<file path="src/rtl/cmd_link.sv">
// cmd_link: host-side link partner of the digital core.
//   RX path: pairs UART bytes into a 16-bit command {first, second} with an
//            inter-byte timeout. The finished command is held until the
//            consumer acknowledges it.
//   TX path: serialises an 8-bit response as 8N1, LSB first. It pulses
//            o_resp_sent in the last cycle of the stop bit.
// The two paths are fully independent.
module cmd_link #(
    parameter int BAUD_DIV = 2604,     // clk cycles per UART bit, >= 2
    parameter int TIMEOUT  = 1000000   // clk cycles allowed between cmd bytes, >= 2
) (
    input  logic        i_clk,
    input  logic        i_rst,
    input  logic [7:0]  i_rx_data,
    input  logic        i_rx_rdy,
    output logic        o_clr_rx_rdy,
    output logic [15:0] o_cmd,
    output logic        o_cmd_rdy,
    input  logic        i_clr_cmd_rdy,
    output logic        o_cmd_err,
    input  logic [7:0]  i_resp,
    input  logic        i_send_resp,
    output logic        o_resp_sent,
    output logic        o_tx,
    output logic        o_tx_busy
);

    localparam int TW = $clog2(TIMEOUT);
    localparam int BW = $clog2(BAUD_DIV);

    localparam logic [TW-1:0] TMO_LAST  = TW'(TIMEOUT - 1);
    localparam logic [BW-1:0] BAUD_LAST = BW'(BAUD_DIV - 1);
    localparam logic [3:0]    STOP_IDX  = 4'd9;

    // RX FSM encoding
    localparam logic [1:0] WAIT_H = 2'd0;
    localparam logic [1:0] WAIT_L = 2'd1;
    localparam logic [1:0] HOLD   = 2'd2;

    // TX FSM encoding
    localparam logic [0:0] TX_IDLE  = 1'b0;
    localparam logic [0:0] TX_SHIFT = 1'b1;

    // ------------------------------------------------------------------
    // RX path
    // ------------------------------------------------------------------
    logic [1:0]    r_rx_st;
    logic [7:0]    r_hi_byte;
    logic [15:0]   r_cmd;
    logic          r_cmd_rdy;
    logic          r_cmd_err;
    logic [TW-1:0] r_tmo_cnt;
    logic          w_rx_take;

    // Bytes are consumed only while assembling a command. In HOLD the byte
    // stays pending at the receiver until the command is acknowledged.
    assign w_rx_take    = i_rx_rdy && ((r_rx_st == WAIT_H) || (r_rx_st == WAIT_L));
    assign o_clr_rx_rdy = !i_rst && w_rx_take;

    // Command assembly, inter-byte timeout and hold-until-acknowledged.
    always_ff @(posedge i_clk) begin
        if (i_rst) begin
            r_rx_st   <= WAIT_H;
            r_hi_byte <= '0;
            r_cmd     <= '0;
            r_cmd_rdy <= 1'b0;
            r_cmd_err <= 1'b0;
            r_tmo_cnt <= '0;
        end else begin
            r_cmd_err <= 1'b0;
            case (r_rx_st)
                WAIT_H: begin
                    if (i_rx_rdy) begin
                        r_hi_byte <= i_rx_data;
                        r_tmo_cnt <= '0;
                        r_rx_st   <= WAIT_L;
                    end
                end
                WAIT_L: begin
                    // A byte arriving in the final allowed cycle still wins.
                    if (i_rx_rdy) begin
                        r_cmd     <= {r_hi_byte, i_rx_data};
                        r_cmd_rdy <= 1'b1;
                        r_rx_st   <= HOLD;
                    end else if (r_tmo_cnt == TMO_LAST) begin
                        r_cmd_err <= 1'b1;
                        r_tmo_cnt <= '0;
                        r_rx_st   <= WAIT_H;
                    end else begin
                        r_tmo_cnt <= r_tmo_cnt + TW'(1);
                    end
                end
                HOLD: begin
                    if (i_clr_cmd_rdy) begin
                        r_cmd_rdy <= 1'b0;
                        r_rx_st   <= WAIT_H;
                    end
                end
                default: r_rx_st <= WAIT_H;
            endcase
        end
    end

    assign o_cmd     = r_cmd;
    assign o_cmd_rdy = r_cmd_rdy;
    assign o_cmd_err = r_cmd_err;

    // ------------------------------------------------------------------
    // TX path
    // ------------------------------------------------------------------
    logic [0:0]    r_tx_st;
    logic [9:0]    r_shreg;
    logic [BW-1:0] r_baud_cnt;
    logic [3:0]    r_bit_cnt;
    logic          r_tx_busy;
    logic          w_bit_end;

    assign w_bit_end = (r_tx_st == TX_SHIFT) && (r_baud_cnt == BAUD_LAST);

    // Frame shifter. The line is always shreg[0]. Ones are shifted in, so
    // the line rests high once the stop bit has gone out.
    always_ff @(posedge i_clk) begin
        if (i_rst) begin
            r_tx_st    <= TX_IDLE;
            r_shreg    <= '1;
            r_baud_cnt <= '0;
            r_bit_cnt  <= '0;
            r_tx_busy  <= 1'b0;
        end else begin
            case (r_tx_st)
                TX_IDLE: begin
                    if (i_send_resp) begin
                        r_shreg    <= {1'b1, i_resp, 1'b0};
                        r_baud_cnt <= '0;
                        r_bit_cnt  <= '0;
                        r_tx_busy  <= 1'b1;
                        r_tx_st    <= TX_SHIFT;
                    end
                end
                TX_SHIFT: begin
                    if (w_bit_end) begin
                        r_baud_cnt <= '0;
                        r_shreg    <= {1'b1, r_shreg[9:1]};
                        if (r_bit_cnt == STOP_IDX) begin
                            r_bit_cnt <= '0;
                            r_tx_busy <= 1'b0;
                            r_tx_st   <= TX_IDLE;
                        end else begin
                            r_bit_cnt <= r_bit_cnt + 4'd1;
                        end
                    end else begin
                        r_baud_cnt <= r_baud_cnt + BW'(1);
                    end
                end
                default: r_tx_st <= TX_IDLE;
            endcase
        end
    end

    // resp_sent marks the last cycle of the stop bit, which is still a
    // busy cycle. A send_resp seen in that cycle is therefore ignored.
    assign o_resp_sent = !i_rst && w_bit_end && (r_bit_cnt == STOP_IDX);
    assign o_tx        = r_shreg[0];
    assign o_tx_busy   = r_tx_busy;

endmodule
</file>
<file path="config.mk">
export PLATFORM = sky130hd
export DESIGN_NAME = cmd_link
export DESIGN_NICKNAME = d
export VERILOG_FILES = /design/src/rtl/cmd_link.sv
export SDC_FILE = /design/constraint.sdc
export NUM_CORES = 1
export LEC_CHECK = 0
export CAP_MARGIN = 0
export CORE_MARGIN = 3
export CORE_UTILIZATION = 35
export DETAILED_ROUTE_END_ITERATION = 10
export GPL_TIMING_DRIVEN = 0
export HOLD_SLACK_MARGIN = 0.05
export PLACE_DENSITY_LB_ADDON = 0.15
export SYNTH_ARGS = -nofsm -noshare
export SYNTH_HDL_FRONTEND = slang
export SYNTH_SLANG_ARGS = --single-unit
</file>
<file path="constraint.sdc">
create_clock -name i_clk -period 5.63 [get_ports i_clk]
set_input_delay 1.126 -clock i_clk [delete_from_list [all_inputs] [get_ports i_clk]]
set_output_delay 1.126 -clock i_clk [all_outputs]
set_load 0.05 [all_outputs]
</file>
==> results.py <==
metrics = {
    "outcome": {
        "status": "finished, final reports clean",
    },
    "finish": {
        "layout_commonest_cell": "dfxtp_1",
        "nFillCells": 956,
        "layout.cells.non_filler": 587,
        "area_growth_pct": 23.1,
        "final_util_pct": 44.7,
        "fin_area_um2": 4170,
        "antenna_cells": 0,
        "drive_above_1_share_pct": 8.52,
        "final_nets": 478,
        "most-common-layout-cells": "dfxtp_1 (75), nand2_1 (56), nor2_1 (45)",
    },
    "cts": {
        "post-cts-setup-buffers": 0,
        "cts_resized": 0,
        "cts_buffers": 9,
        "clkLatencyLatePin_ns": 0.35,
        "cts_sinks": 75,
        "htreeDepth": 3,
        "clock_path_buffers": 2,
        "hold_buffers": 0,
        "cts_tree": "yes",
        "clkTransAtPathRegs_ns": 0.08,
        "clock-root-buffer": "clkbuf_8",
    },
    "min_path": {
        "worstHoldPathType": "flip-flop to flip-flop",
    },
    "global_routing": {
        "grt_pass1_vias": 2875,
        "antenna_found_initial": 0,
        "overflow": 0,
        "gr-usage-all-layers_pct": 15.5,
        "grt_pass1_wl_mm": 13.9,
        "grt_max_degree": 14,
    },
    "floorplanning": {
        "die_x_um": 104,
        "rows": 35,
        "start_util_pct": 36.3,
        "core_area_um2": 9330,
        "die_y_um": 104,
        "pin_count": 43,
        "fp.dieArea_um2": 10900,
    },
    "drt": {
        "drtIter0Drc": 84,
        "drc": 0,
        "postRouteWirelength_mm": 7.98,
        "drtPass1Iterations": 4,
        "wire_per_inst_um": 13.6,
        "dr_total_vias": 3005,
        "ant_nets": 0,
        "vias_per_cell": 5.12,
    },
    "timing": {
        "max_freq_ghz": 0.239,
        "setup_tns_ns": 0,
        "maxSlewHeadroom_pct": 36.7,
        "period_minus_slack_ns": 4.18,
        "setup_viol": 0,
        "maxSlewViolCount": 0,
        "period_share_pct": 74.2,
        "hold_violations": 0,
        "fin_skew_ns": 0.0111,
        "rsz0062_at_grt": "false",
        "worstMarginPinSlew_ns": 0.940,
    },
    "worst_setup_path": {
        "endpoint_kind": "output pin",
        "start_kind": "flip-flop",
        "worstPathMaxFanout": 7,
        "cp_data_arrival_time_ns": 3.05,
        "critPathKind": "flip-flop to output pin",
        "critical_path_required_ns": 4.50,
    },
    "synth": {
        "synth_nets": 426,
        "ys_warn_count": 0,
        "yosysUniqueCellTypes": 55,
        "syn_inst": 401,
        "avgSynthCellArea_um2": 8.45,
        "syn-cell-area_um2": 3390,
        "ys.flop_type": "dfxtp_1",
        "synth-seq-area-share_pct": 44.3,
        "synth_edf_count": 0,
        "ys_seq_elements": 75,
        "async_flop_share_pct": 0,
    },
    "place": {
        "placedCellCount": 571,
        "port_buffers": 41,
        "place.gp.congestion": 0.766,
        "placed_area_um2": 3960,
        "hpwl_mm": 5.68,
    },
    "power_and_ir_drop": {
        "ir_drop_mv": 0.142,
        "power_density_nw_per_um2": 270,
        "leakagePower_nw": 1.39,
    },
    "run": {
        "max_cap_viol_count": 0,
    },
}
[stage by stage]
step / power, mW / setup slack, ns / hold WS, ns
global route: 1.18 / 1.31 / 0.464
global placement: 0.700 / 1.51 / 0.441
CTS: 1.14 / 1.41 / 0.461
finish: 1.13 / 1.45 / 0.454
floorplan: 0.655 / 1.87 / 0.431
detailed placement: 0.702 / 1.52 / 0.449
[layout make-up]
| cell class | instances | area (um^2) | share of cell area (%) |
|---|---|---|---|
| clock buffer | 11 | 151 | 3.63 |
| timing repair buffer | 41 | 410 | 9.84 |
| clock inverter | 5 | 60.1 | 1.44 |
| tap | 129 | 161 | 3.87 |
| buffer | 19 | 83.8 | 2.01 |
| multi-input combinational | 296 | 1760 | 42.2 |
| inverter | 11 | 41.3 | 0.990 |
| sequential | 75 | 1500 | 36.0 |
[kinds of logic (layout without fill, tap and decap cells)]
logic type	count (synthesis)	count (layout)	synth area share, %
AND/OR/NAND/NOR	187	187	26.9
AO/OA/AOI/OAI	79	79	16.4
flip-flops	75	75	44.3
buffers and inverters	30	87	3.69
XOR/XNOR	14	14	3.62
multiplexers	12	12	3.54
adder cells (fa/ha/maj)	4	4	1.48
[power breakdown]
| group | internal [mW] | total (mW) | switching (mW) |
|---|---|---|---|
| Clock | 0.231 | 0.437 | 0.207 |
| Combinational | 0.0502 | 0.130 | 0.0803 |
| Sequential | 0.547 | 0.558 | 0.0112 |
| Total | 0.827 | 1.13 | 0.298 |
[per-layer routing]
metal  global-route usage, %  vias up  share of wire, %
li1                        -     1519                 -
met1                    21.2     1417                50
met2                    23.1       62                44
met3                    5.52        7               5.7
met4                    4.37        0              0.95
met5                       0        -                 0
[flip-flops by register name (all words and copies together), names as in the netlist]
| name | count |
|---|---|
| o_cmd_err | 1 |
| o_cmd | 16 |
| o_cmd_rdy | 1 |
| r_baud_cnt | 12 |
| o_tx_busy | 1 |
| r_rx_st | 2 |
| r_tx_st | 1 |
| r_bit_cnt | 4 |
| r_shreg | 9 |
| r_hi_byte | 8 |
| r_tmo_cnt | 20 |
[worst max-delay path, stage by stage, from the launching register on]
cell             delay [ns]
dfxtp_1                0.37
or4b_1                 0.61
or4_1                  0.51
buf_2                  0.18
nor3_1                 0.20
clkdlybuf4s50_1        0.85
[worst paths after layout]
kind | slack (ns) | endpoint | depth (start not counted) | from
setup / recovery | 1.45 | o_resp_sent | 5 | r_baud_cnt[7]
hold / removal | 0.45 | o_cmd[9] | 2 | r_hi_byte[1]
hold reg to reg | 0.45 | o_cmd[9] | 2 | r_hi_byte[1]
setup reg to reg | 3.48 | r_baud_cnt[8] | 5 | r_baud_cnt[7]
[synth_stat cells (2+ instances only)]
library cell / n / area (um^2)
xor2_1: 4 / 35.0
nand3b_1: 3 / 22.5
nor3_1: 12 / 60.1
nand2b_1: 4 / 25.0
and3_1: 5 / 31.3
buf_2: 4 / 20.0
a21o_1: 2 / 15.0
a2111oi_2: 7 / 105
or4_1: 2 / 15.0
nand4_1: 9 / 56.3
o31ai_1: 2 / 15.0
nor2b_1: 9 / 56.3
o21ai_1: 5 / 25.0
clkbuf_1: 13 / 48.8
or3_1: 5 / 31.3
nor2_1: 45 / 169
nand4b_1: 2 / 17.5
mux2i_1: 12 / 120
and2_1: 2 / 12.5
a21oi_1: 37 / 185
dfxtp_1: 75 / 1500
a31oi_1: 4 / 25.0
nand2_1: 56 / 210
ha_1: 4 / 50.1
xnor2_1: 10 / 87.6
or2_2: 2 / 12.5
a22o_1: 3 / 26.3
o21ai_0: 6 / 30.0
nand3_1: 19 / 95.1
o41ai_2: 2 / 32.5
nor4_1: 4 / 25.0
inv_1: 9 / 33.8
Note: power is estimated with default switching activity, not from simulation.
